--- src/rtl/fp_issue_ctrl_pkg.sv ---
// -----------------------------------------------------------------------------
// fp_issue_ctrl_pkg
// Shared types for the FP issue controller. The operator, rounding-mode and
// format encodings match fpnew_pkg so that fields pass straight through to
// the FPU. Also holds the controller state encoding, the fflags layout and
// the held-request record.
// -----------------------------------------------------------------------------
package fp_issue_ctrl_pkg;

    typedef enum logic [3:0] {
        FMADD, FNMSUB, ADD, MUL, DIV, SQRT, SGNJ, MINMAX,
        CMP, CLASSIFY, F2F, F2I, I2F, CPKAB, CPKCD
    } operation_e;

    typedef enum logic [2:0] {
        RNE = 3'b000,
        RTZ = 3'b001,
        RDN = 3'b010,
        RUP = 3'b011,
        RMM = 3'b100,
        ROD = 3'b101,
        DYN = 3'b111
    } roundmode_e;

    typedef enum logic [2:0] {
        FP32, FP64, FP16, FP8, FP16ALT
    } fp_format_e;

    typedef enum logic [1:0] {
        IDLE, ISSUE, WAIT, WB
    } issue_state_e;

    // Bit order matches the RISC-V fflags CSR: {NV,DZ,OF,UF,NX}.
    typedef struct packed {
        logic nv;
        logic dz;
        logic of;
        logic uf;
        logic nx;
    } fflags_t;

    // Op fields held stable towards the FPU while an op is in flight.
    typedef struct packed {
        operation_e op;
        logic       op_mod;
        roundmode_e rm;
        fp_format_e src_fmt;
        fp_format_e dst_fmt;
    } issue_req_t;

    localparam logic [2:0] RM_DYN = 3'b111;

    // Only RNE..RMM are architecturally valid rounding modes after the
    // dynamic field has been resolved.
    function automatic logic rm_is_legal(input logic [2:0] rm);
        return rm < 3'd5;
    endfunction

endpackage

--- src/rtl/fp_issue_ctrl_if.sv ---
// -----------------------------------------------------------------------------
// fp_issue_ctrl_if
// Request/response bundle between the issue controller and the fpnew top.
//   in_valid/in_ready    : request handshake (controller -> FPU)
//   operands             : {c,b,a}, FLEN bits each
//   op/op_mod/rm/fmts    : operation descriptor
//   out_valid/out_ready  : response handshake (FPU -> controller)
//   result/status        : FPU result and exception flags {NV,DZ,OF,UF,NX}
// master = issue controller, slave = FPU.
// -----------------------------------------------------------------------------
interface fp_issue_ctrl_if
    import fp_issue_ctrl_pkg::*;
#(
    parameter int unsigned FLEN = 32
) ();

    logic              in_valid;
    logic              in_ready;
    logic [3*FLEN-1:0] operands;
    operation_e        op;
    logic              op_mod;
    roundmode_e        rm;
    fp_format_e        src_fmt;
    fp_format_e        dst_fmt;
    logic              out_valid;
    logic              out_ready;
    logic [FLEN-1:0]   result;
    fflags_t           status;

    modport master (
        output in_valid, operands, op, op_mod, rm, src_fmt, dst_fmt, out_ready,
        input  in_ready, out_valid, result, status
    );

    modport slave (
        input  in_valid, operands, op, op_mod, rm, src_fmt, dst_fmt, out_ready,
        output in_ready, out_valid, result, status
    );

endinterface

--- src/rtl/fp_issue_ctrl_rm_resolve.sv ---
// -----------------------------------------------------------------------------
// fp_issue_ctrl_rm_resolve
// Combinational rounding-mode resolution.
//   rm_i    : instruction rm field
//   frm_i   : fcsr.frm, used when rm_i selects the dynamic mode
//   rm_o    : effective rounding mode
//   legal_o : effective mode is one of RNE..RMM
// -----------------------------------------------------------------------------
module fp_issue_ctrl_rm_resolve
    import fp_issue_ctrl_pkg::*;
(
    input  roundmode_e rm_i,
    input  logic [2:0] frm_i,
    output roundmode_e rm_o,
    output logic       legal_o
);

    always_comb begin
        rm_o    = (rm_i == RM_DYN) ? roundmode_e'(frm_i) : rm_i;
        legal_o = rm_is_legal(rm_o);
    end

endmodule

--- src/rtl/fp_issue_ctrl.sv ---
// -----------------------------------------------------------------------------
// fp_issue_ctrl
// Issues one decoded FP op at a time to fpnew, waits for its result, writes
// it back to the FP or integer register file and accumulates fflags. The core
// is stalled while an op is in flight.
//   clk_i, rst_ni            : clock, asynchronous active-low reset
//   dec_*_i                  : decoded op from fp_decoder
//   rs_a_i/rs_b_i/rs_c_i     : FP register-file read data
//   frm_i                    : fcsr.frm for dynamic rounding
//   fpu                      : request/response bundle to fpnew (master side)
//   fp_wb_*_o / int_wb_*_o   : register-file write ports, one-cycle enables
//   fflags_o / fflags_clr_i  : sticky flags and their CSR clear
//   stall_o                  : core stall
//   illegal_rm_o             : pulse when the resolved rounding mode is invalid
// -----------------------------------------------------------------------------
module fp_issue_ctrl
    import fp_issue_ctrl_pkg::*;
#(
    parameter int unsigned FLEN = 32,
    parameter int unsigned XLEN = 32
) (
    input  logic               clk_i,
    input  logic               rst_ni,
    // decoder side
    input  logic               dec_valid_i,
    input  operation_e         dec_op_i,
    input  logic               dec_op_mod_i,
    input  roundmode_e         dec_rm_i,
    input  fp_format_e         dec_src_fmt_i,
    input  fp_format_e         dec_dst_fmt_i,
    input  logic [4:0]         dec_waddr_i,
    input  logic               dec_fp_wr_i,
    input  logic               dec_int_wr_i,
    input  logic [FLEN-1:0]    rs_a_i,
    input  logic [FLEN-1:0]    rs_b_i,
    input  logic [FLEN-1:0]    rs_c_i,
    input  logic [2:0]         frm_i,
    // fpnew side
    fp_issue_ctrl_if.master    fpu,
    // register-file writeback
    output logic               fp_wb_en_o,
    output logic [4:0]         fp_wb_addr_o,
    output logic [FLEN-1:0]    fp_wb_data_o,
    output logic               int_wb_en_o,
    output logic [4:0]         int_wb_addr_o,
    output logic [XLEN-1:0]    int_wb_data_o,
    // CSR / core control
    output logic [4:0]         fflags_o,
    input  logic               fflags_clr_i,
    output logic               stall_o,
    output logic               illegal_rm_o
);

    issue_state_e      state_q, state_d;
    issue_req_t        req_q;
    logic [3*FLEN-1:0] operands_q;
    logic [4:0]        waddr_q;
    logic              fp_wr_q, int_wr_q;
    logic [FLEN-1:0]   result_q;
    fflags_t           status_q;
    fflags_t           fflags_q, fflags_d;

    roundmode_e        rm_res;
    logic              rm_legal;
    logic              accept;      // capture a decoded op this cycle
    logic              capture;     // capture the FPU response this cycle
    logic              wb;          // writeback cycle
    logic              in_valid;
    logic              out_ready;
    logic              stall;
    logic              illegal_rm;

    fp_issue_ctrl_rm_resolve u_rm_resolve (
        .rm_i    (dec_rm_i),
        .frm_i   (frm_i),
        .rm_o    (rm_res),
        .legal_o (rm_legal)
    );

    // ---------------------------------------------------------------- FSM
    // NOTE: sequential state uses non-blocking assignments so every flop
    // samples pre-edge values regardless of block ordering.
    always_ff @(posedge clk_i or negedge rst_ni) begin
        if (!rst_ni) state_q <= IDLE;
        else         state_q <= state_d;
    end

    always_comb begin
        // NOTE: every signal written here gets a default first, so no path
        // through the case can leave one unassigned and infer a latch.
        state_d    = state_q;
        accept     = 1'b0;
        capture    = 1'b0;
        wb         = 1'b0;
        in_valid   = 1'b0;
        out_ready  = 1'b0;
        stall      = 1'b1;
        illegal_rm = 1'b0;
        unique case (state_q)
            IDLE: begin
                stall = 1'b0;
                if (dec_valid_i) begin
                    if (rm_legal) begin
                        // Stall in the accept cycle itself so the decoder
                        // does not advance past the op being captured.
                        accept  = 1'b1;
                        stall   = 1'b1;
                        state_d = ISSUE;
                    end else begin
                        illegal_rm = 1'b1;
                    end
                end
            end
            ISSUE: begin
                in_valid = 1'b1;
                if (fpu.in_ready) begin
                    if (fpu.out_valid) begin
                        // Zero-latency op: take the result in the handshake cycle.
                        out_ready = 1'b1;
                        capture   = 1'b1;
                        state_d   = WB;
                    end else begin
                        state_d = WAIT;
                    end
                end
            end
            WAIT: begin
                out_ready = 1'b1;
                if (fpu.out_valid) begin
                    capture = 1'b1;
                    state_d = WB;
                end
            end
            WB: begin
                // Released here so the next op is accepted the cycle after WB.
                wb      = 1'b1;
                stall   = 1'b0;
                state_d = IDLE;
            end
            default: state_d = IDLE;
        endcase
    end

    // ------------------------------------------------------------ datapath
    // NOTE: the held request/result registers are reset along with the state
    // so every output, including the operand bus, reads 0 out of reset.
    always_ff @(posedge clk_i or negedge rst_ni) begin
        if (!rst_ni) begin
            req_q      <= '0;
            operands_q <= '0;
            waddr_q    <= '0;
            fp_wr_q    <= 1'b0;
            int_wr_q   <= 1'b0;
        end else if (accept) begin
            req_q      <= '{op:      dec_op_i,
                            op_mod:  dec_op_mod_i,
                            rm:      rm_res,
                            src_fmt: dec_src_fmt_i,
                            dst_fmt: dec_dst_fmt_i};
            operands_q <= {rs_c_i, rs_b_i, rs_a_i};
            waddr_q    <= dec_waddr_i;
            fp_wr_q    <= dec_fp_wr_i;
            int_wr_q   <= dec_int_wr_i;
        end
    end

    always_ff @(posedge clk_i or negedge rst_ni) begin
        if (!rst_ni) begin
            result_q <= '0;
            status_q <= '0;
        end else if (capture) begin
            result_q <= fpu.result;
            status_q <= fpu.status;
        end
    end

    // A CSR clear coinciding with writeback keeps only the new status.
    always_comb begin
        fflags_d = fflags_q;
        if (fflags_clr_i) fflags_d = '0;
        if (wb)           fflags_d = fflags_t'(fflags_d | status_q);
    end

    always_ff @(posedge clk_i or negedge rst_ni) begin
        if (!rst_ni) fflags_q <= '0;
        else         fflags_q <= fflags_d;
    end

    // ------------------------------------------------------------- outputs
    assign fpu.in_valid  = in_valid;
    assign fpu.out_ready = out_ready;
    assign fpu.operands  = operands_q;
    assign fpu.op        = req_q.op;
    assign fpu.op_mod    = req_q.op_mod;
    assign fpu.rm        = req_q.rm;
    assign fpu.src_fmt   = req_q.src_fmt;
    assign fpu.dst_fmt   = req_q.dst_fmt;

    assign fp_wb_en_o    = wb & fp_wr_q;
    assign fp_wb_addr_o  = waddr_q;
    assign fp_wb_data_o  = result_q;
    assign int_wb_en_o   = wb & int_wr_q;
    assign int_wb_addr_o = waddr_q;

    if (XLEN > FLEN) begin : g_int_zext
        assign int_wb_data_o = {{(XLEN-FLEN){1'b0}}, result_q};
    end else begin : g_int_low
        assign int_wb_data_o = result_q[XLEN-1:0];
    end

    assign fflags_o      = fflags_q;
    assign stall_o       = stall;
    assign illegal_rm_o  = illegal_rm;

endmodule
--- src/flat_wrapper.sv ---
// flat-port wrapper written by rule: the top's interface ports become plain ports
module fp_issue_ctrl_flat import fp_issue_ctrl_pkg::*;
#(
    parameter int unsigned FLEN = 32,
    parameter int unsigned XLEN = 32
)
  (clk_i, rst_ni, dec_valid_i, dec_op_i, dec_op_mod_i, dec_rm_i, dec_src_fmt_i, dec_dst_fmt_i, dec_waddr_i, dec_fp_wr_i, dec_int_wr_i, rs_a_i, rs_b_i, rs_c_i, frm_i, fp_wb_en_o, fp_wb_addr_o, fp_wb_data_o, int_wb_en_o, int_wb_addr_o, int_wb_data_o, fflags_o, fflags_clr_i, stall_o, illegal_rm_o, fpu_in_valid, fpu_operands, fpu_op, fpu_op_mod, fpu_rm, fpu_src_fmt, fpu_dst_fmt, fpu_out_ready, fpu_in_ready, fpu_out_valid, fpu_result, fpu_status);
  fp_issue_ctrl_if #(.FLEN(FLEN)) fpu_i ();
  input  logic clk_i;
  input  logic rst_ni;
  input  logic dec_valid_i;
  input  operation_e dec_op_i;
  input  logic dec_op_mod_i;
  input  roundmode_e dec_rm_i;
  input  fp_format_e dec_src_fmt_i;
  input  fp_format_e dec_dst_fmt_i;
  input  logic [4:0] dec_waddr_i;
  input  logic dec_fp_wr_i;
  input  logic dec_int_wr_i;
  input  logic [FLEN-1:0] rs_a_i;
  input  logic [FLEN-1:0] rs_b_i;
  input  logic [FLEN-1:0] rs_c_i;
  input  logic [2:0] frm_i;
  output logic fp_wb_en_o;
  output logic [4:0] fp_wb_addr_o;
  output logic [FLEN-1:0] fp_wb_data_o;
  output logic int_wb_en_o;
  output logic [4:0] int_wb_addr_o;
  output logic [XLEN-1:0] int_wb_data_o;
  output logic [4:0] fflags_o;
  input  logic fflags_clr_i;
  output logic stall_o;
  output logic illegal_rm_o;
  output wire logic [$bits(fpu_i.in_valid)-1:0] fpu_in_valid;
  output wire logic [$bits(fpu_i.operands)-1:0] fpu_operands;
  output wire logic [$bits(fpu_i.op)-1:0] fpu_op;
  output wire logic [$bits(fpu_i.op_mod)-1:0] fpu_op_mod;
  output wire logic [$bits(fpu_i.rm)-1:0] fpu_rm;
  output wire logic [$bits(fpu_i.src_fmt)-1:0] fpu_src_fmt;
  output wire logic [$bits(fpu_i.dst_fmt)-1:0] fpu_dst_fmt;
  output wire logic [$bits(fpu_i.out_ready)-1:0] fpu_out_ready;
  input wire logic [$bits(fpu_i.in_ready)-1:0] fpu_in_ready;
  input wire logic [$bits(fpu_i.out_valid)-1:0] fpu_out_valid;
  input wire logic [$bits(fpu_i.result)-1:0] fpu_result;
  input wire logic [$bits(fpu_i.status)-1:0] fpu_status;
  assign fpu_in_valid = fpu_i.in_valid;
  assign fpu_operands = fpu_i.operands;
  assign fpu_op = fpu_i.op;
  assign fpu_op_mod = fpu_i.op_mod;
  assign fpu_rm = fpu_i.rm;
  assign fpu_src_fmt = fpu_i.src_fmt;
  assign fpu_dst_fmt = fpu_i.dst_fmt;
  assign fpu_out_ready = fpu_i.out_ready;
  assign fpu_i.in_ready = fpu_in_ready;
  assign fpu_i.out_valid = fpu_out_valid;
  assign fpu_i.result = fpu_result;
  assign fpu_i.status = fpu_status;
  fp_issue_ctrl #(.FLEN(FLEN), .XLEN(XLEN)) u_core (.clk_i(clk_i), .rst_ni(rst_ni), .dec_valid_i(dec_valid_i), .dec_op_i(dec_op_i), .dec_op_mod_i(dec_op_mod_i), .dec_rm_i(dec_rm_i), .dec_src_fmt_i(dec_src_fmt_i), .dec_dst_fmt_i(dec_dst_fmt_i), .dec_waddr_i(dec_waddr_i), .dec_fp_wr_i(dec_fp_wr_i), .dec_int_wr_i(dec_int_wr_i), .rs_a_i(rs_a_i), .rs_b_i(rs_b_i), .rs_c_i(rs_c_i), .frm_i(frm_i), .fpu(fpu_i), .fp_wb_en_o(fp_wb_en_o), .fp_wb_addr_o(fp_wb_addr_o), .fp_wb_data_o(fp_wb_data_o), .int_wb_en_o(int_wb_en_o), .int_wb_addr_o(int_wb_addr_o), .int_wb_data_o(int_wb_data_o), .fflags_o(fflags_o), .fflags_clr_i(fflags_clr_i), .stall_o(stall_o), .illegal_rm_o(illegal_rm_o));
endmodule
--- config.mk ---
export PLATFORM = sky130hd
export DESIGN_NAME = fp_issue_ctrl_flat
export DESIGN_NICKNAME = d
export VERILOG_FILES = /design/src/rtl/fp_issue_ctrl_pkg.sv /design/src/rtl/fp_issue_ctrl_if.sv /design/src/rtl/fp_issue_ctrl_rm_resolve.sv /design/src/rtl/fp_issue_ctrl.sv /design/src/flat_wrapper.sv
export SDC_FILE = /design/constraint.sdc
export NUM_CORES = 1
export LEC_CHECK = 0
export ABC_CLOCK_PERIOD_IN_PS = 2300
export CAP_MARGIN = 10
export CORE_AREA = 2 2 141 143
export CTS_CLUSTER_DIAMETER = 60
export CTS_CLUSTER_SIZE = 10
export DETAILED_ROUTE_END_ITERATION = 8
export DIE_AREA = 0 0 143 145
export GPL_TIMING_DRIVEN = 0
export MAX_ROUTING_LAYER = met4
export PLACE_DENSITY = 0.72
export SYNTH_ARGS = -nofsm -noshare
export SYNTH_HDL_FRONTEND = slang
export SYNTH_SLANG_ARGS = --single-unit
--- constraint.sdc ---
create_clock -name clk_i -period 2.3 [get_ports clk_i]
set_clock_uncertainty 0.05 [all_clocks]
set_input_delay 0.46 -clock clk_i [delete_from_list [all_inputs] [get_ports clk_i]]
set_output_delay 0.46 -clock clk_i [all_outputs]
set_load 0.05 [all_outputs]
==> qor.csv, run 1 <==
metric,value,unit
ys.flop_type,dfrtp_1,
die_h,145,µm
multiInputGateArea,2140,µm²
antenna_found_initial,2,
design_area,11200,µm²
drv_cap,0,
synth_cells,422,
htreeDepth,4,
synth_warnings,0,
fillers,1508,
fin_ws,36.2,ps
synth.cell_area,6540,µm²
ys_types,28,
place_area,10500,µm²
grt_overflow,0,
num_vias,4785,
ant_nets,0,
cts_root_buffer,clkbuf_16,
critPathLaunchType,register,
placementRows,51,
path_class,reg2out,
finalHoldViolations,2,
drc,0,
max_slew_margin,0.539,
seqCellArea,4030,µm²
cp.required,1790,ps
syn_nets,590,
clock_tree.buffer_depth,2,
gp_congestion,0.802,
dp.final_hpwl,14.0,mm
synth_top_area_cell,dfrtp_1,
wire_per_inst,16.8,µm
synthArstFlopShare,1.00,
clock_sinks,161,
fp.coreArea,19200,µm²
tightest_slew,692,ps
cts_tree,done,
dieArea,20700,µm²
synth_edf_count,0,
drt-total-wl,18.3,mm
cp-end-kind,output port,
period_share,0.984,
whs,-14.8,ps
period_minus_slack,2260,ps
clk_pin_slew,70,ps
yosys-top-cells-area,"dfrtp_1 (62%), mux2_2 (23%), mux2_4 (4.6%)",
port_buffers,357,
grt_pass1_wl,28.3,mm
critPathArrivalTime,1750,ps
drive_above_1_share,0.320,
vias_per_cell,4.40,
num_io_pins,358,
violations,negative hold slack,
fmax,0.442,GHz
first_iter_violations,117,
start_util,0.341,
grtUsageTotal,0.182,
hold_path_class,in2async,
dpl_worst_slack,-1160,ps
ys_seq_elements,161,
maxSlewViolCount,0,
outcome,finished with violations,
syn_to_final_growth,71.2,%
crit_fanout,8,
firstDrtPassIters,4,
synth.top_cell.area_share,0.616,
fp.dieW,143,µm
ys_seq_area_frac,0.616,
grt_max_degree,89,
synthTopCellsByCount,"dfrtp_1 (161), mux2_2 (132), buf_4 (37), mux2_4 (20), buf_2 (12)",
rsz0062_at_grt,yes,
synth.most_common_cell,dfrtp_1,
grt_pass1_vias,5260,
synth_area_per_cell,15.5,µm²
setup_viol,0,
layout.nets,975,
insertion_delay,410,ps
cts_buffers,17,
-- placed cells by master (no fill, tap or decap), types with 8 or more instances in the layout --
master / count
dlymetal6s2s_1: 8
mux2_4: 20
buf_2: 12
nand2_1: 9
clkbuf_16: 17
inv_1: 9
dfrtp_1: 161
clkdlybuf4s50_1: 341
mux2_2: 132
buf_4: 47
-- per-layer routing --
layer,vias to the layer above,wire [µm],global-route usage
li1,2202,-,-
met1,2321,6920,0.198
met2,229,9390,0.311
met3,33,1520,0.0551
met4,0,459,0.0718
met5,-,0,-
-- final cells by class --
class | instances | share of cell area
flip-flops and latches | 161 | 0.360
repair buffers | 367 | 0.329
multi-input cells | 197 | 0.191
clock buffers | 19 | 0.0386
plain buffers | 52 | 0.0345
well taps | 265 | 0.0296
clock inverters | 13 | 0.0135
inverters | 11 | 0.00369
diodes | 2 | 0.000447
-- critical path: stages, from the launching register on --
cell and delay (ps):
dfrtp_1 430, ha_2 360, and2_1 170, clkdlybuf4s15_2 380
-- final timing paths --
| kind | endpoint | start | depth (start not counted) | slack (ps) |
|---|---|---|---|---|
| setup / recovery | fp_wb_en_o | u_core.state_q[1] | 3 | 40 |
| hold / removal | u_core.fpu.operands[18] | rst_ni | 1 | -10 |
| setup reg to reg | u_core.fp_wb_data_o[19] | u_core.state_q[0] | 7 | 130 |
| hold reg to reg | u_core.fflags_o[0] | u_core.status_q[0] | 2 | 440 |
| max in group asynchronous | u_core.fpu.dst_fmt[0] | rst_ni | 2 | 1320 |
| min in group clk_i | u_core.fpu.rm[0] | frm_i[0] | 3 | 370 |
-- cells by family after synthesis --
family	Yosys count	share of synthesized area
flip-flops	161	0.616
AND/OR/NAND/NOR	19	0.0143
adder cells (fa/ha/maj)	5	0.00956
XOR/XNOR	1	0.00134
multiplexers	155	0.278
AO/OA/AOI/OAI	17	0.0166
buffers and inverters	64	0.0648
-- per-stage QoR --
stage          setup TNS, ps   util  instances
2_1_floorplan              0      -        422
3_3_place_gp         -905370  0.544       1044
3_5_place_dp          -32200  0.546       1045
4_1_cts                 -318  0.577       1076
5_1_grt                 -180  0.583       1087
6_report                   0  0.583       1087
-- repair_timing --
item	CTS	global route
endpoints found under the hold margin	0	0
pin swaps	0	3
cloned	0	0
gates resized for setup	31	19
setup endpoints to repair	36	39
hold buffers	0	0
setup buffers	0	9
-- sequential cells by signal, indices dropped and copies added (netlist names) --
| name | flops |
|---|---|
| u_core.fpu.operands | 96 |
| u_core.fp_wb_data_o | 32 |
| u_core.fpu.op | 4 |
| u_core.fpu.src_fmt | 3 |
| u_core.fpu.dst_fmt | 3 |
| u_core.state_q | 2 |
| u_core.fp_wb_addr_o | 5 |
| u_core.status_q | 5 |
| u_core.fpu.rm | 3 |
| u_core.fflags_o | 5 |
| u_core.int_wr_q | 1 |
| u_core.fp_wr_q | 1 |
| u_core.fpu.op_mod | 1 |
Power of run 1 is not shown: default switching activity piles up to over one toggle a cycle in this logic, so the estimate is an artifact.
==> inputs of run 2 (changes only) <==
Settings changed: ABC_CLOCK_PERIOD_IN_PS 2300 to 1900, CORE_AREA 2 2 141 143 to not set, CORE_MARGIN set to 2, CORE_UTILIZATION set to 35, DIE_AREA 0 0 143 145 to not set, PLACE_DENSITY 0.72 to 0.76, SETUP_SLACK_MARGIN set to 0.02.
Clock period 2.3 ns to 1.9 ns, I/O delays scaled along.
==> run 2 against run 1 <==
The flow finishes with violations (negative setup slack). Setup slack lost 220 ps. Core utilization grew 3.2 points. Die area shrank 4.5%. Register-to-register slack lost 140 ps. Critical endpoint is now stall_o. Critical path depth grew 4. Routed wire length shrank 0.52%. Critical path type unchanged. Largest cell class unchanged. Non-clock buffer count grew 26.
==> qor.csv, run 2 (same netlist as run 1, synthesis figures left out) <==
metric,value,unit
outcome,finished with violations,
violations,negative setup slack,
design_area,11400,µm²
rsz0062_at_grt,yes,
vias_per_cell,4.49,
final_common_cell,dfrtp_1,
dpl_worst_slack,-1400,ps
syn_to_final_growth,74.1,%
die_h,141,µm
critPathArrivalTime,1660,ps
clock_tree.buffer_depth,2,
crit_chain,inv_4 -> ha_4 -> nand2_4 -> nor2b_4 -> buf_12 -> o21bai_4 -> buf_8,
num_vias,4856,
hold_depth,3,
critPathLaunchType,register,
fp.dieW,141,µm
path_class,reg2out,
antenna_found_initial,2,
grtUsageTotal,0.187,
grt_overflow,0,
place_area,10500,µm²
hold_path_class,in2reg,
setup_tns,-529,ps
max_slew_margin,0.562,
insertion_delay,410,ps
drt-total-wl,18.2,mm
htreeDepth,4,
cts_tree,done,
setup_viol,13,
r2r_start,u_core.state_q[0],
crit_path_max_incr_delay,430,ps
maxSlewViolCount,0,
wire_per_inst,16.8,µm
port_buffers,357,
clock_sinks,161,
gp_congestion,0.741,
grt_pass1_vias,5144,
finalHoldViolations,0,
dp.final_hpwl,13.5,mm
clk_pin_slew,70,ps
start_util,0.353,
layout.nets,1001,
tightest_slew,657,ps
cp-end-kind,output port,
drv_cap,0,
fin_ws,-186,ps
period_minus_slack,2090,ps
grt_pass1_wl,27.9,mm
period_share,1.10,
cp.required,1470,ps
largest_reg_flops,96,
fp.coreArea,18500,µm²
num_io_pins,358,
crit_start,u_core.state_q[0],
grt_max_degree,83,
drive_above_1_share,0.375,
drc,0,
most-common-layout-cells,"dfrtp_1 (160), dlygate4sd2_1 (158), clkdlybuf4s50_1 (155)",
placementRows,50,
slowest_stage,dfrtp_2,
r2r_cells,9,
first_iter_violations,111,
crit_fanout,3,
cts_root_buffer,clkbuf_16,
ant_nets,0,
cts_buffers,17,
min_from,dec_rm_i[0],
fmax,0.479,GHz
dieArea,19800,µm²
firstDrtPassIters,4,
run 2: cell count changes in the layout (fill, tap and decap cells not counted), moves of 12 or more:
cell	delta
clkdlybuf4s50_1	-186
dlygate4sd2_1	+157
clkdlybuf4s15_1	+19
buf_4	+16
clkbuf_2	+13
buf_2	-12
run 2: what timing repair did:
action	CTS	global route
hold buffers	1	0
cloned	0	3
endpoints found under the hold margin	81	0
pin swaps	6	4
gates resized for setup	295	63
endpoints found under the setup margin	339	179
buffers inserted	17	16
run 2: worst paths after layout:
check | slack (ps) | end
worst max-delay path | -190 | stall_o
worst min-delay path | 280 | u_core.fpu.rm[0]
worst max register to register | -10 | u_core.fpu.operands[89]
worst min register to register | 420 | u_core.fflags_o[0]
max in group asynchronous | 520 | u_core.fpu.operands[0]
min in group asynchronous | 470 | u_core.fpu.op_mod
run 2: cell type report:
| class | instances | area, µm² |
|---|---|---|
| flip-flops and latches | 161 | 4030 |
| inverters | 11 | 43.8 |
| multi-input cells | 197 | 2210 |
| well taps | 234 | 293 |
| diodes | 2 | 5.00 |
| clock buffers | 17 | 425 |
| fillers | 1512 | 7130 |
| plain buffers | 52 | 517 |
| clock inverters | 15 | 163 |
| repair buffers | 393 | 3710 |
run 2: worst max-delay path, delay by kind of cell (launching register included):
family / cells / cell delay, ps
buf+inv: 3 / 340
compound gates: 1 / 110
simple gates: 2 / 200
fa+ha+maj: 1 / 160
flops: 1 / 430
run 2: routing by layer:
metal	vias to the layer above	global-route usage	part of all wire
met5	-	-	0
met4	0	0.0474	0.011
met3	13	0.0690	0.080
met2	219	0.315	0.51
met1	2375	0.213	0.40
li1	2249	-	-
run 2: through the flow:
stage / std cells / hold slack [ps] / util
floorplan: 422 / 34.4 / -
global placement: 1013 / 415 / 0.565
detailed placement: 1014 / 364 / 0.567
CTS: 1064 / 408 / 0.602
global route: 1082 / 283 / 0.615
finish: 1082 / 277 / 0.615
Power of run 2 is left out for the same reason.
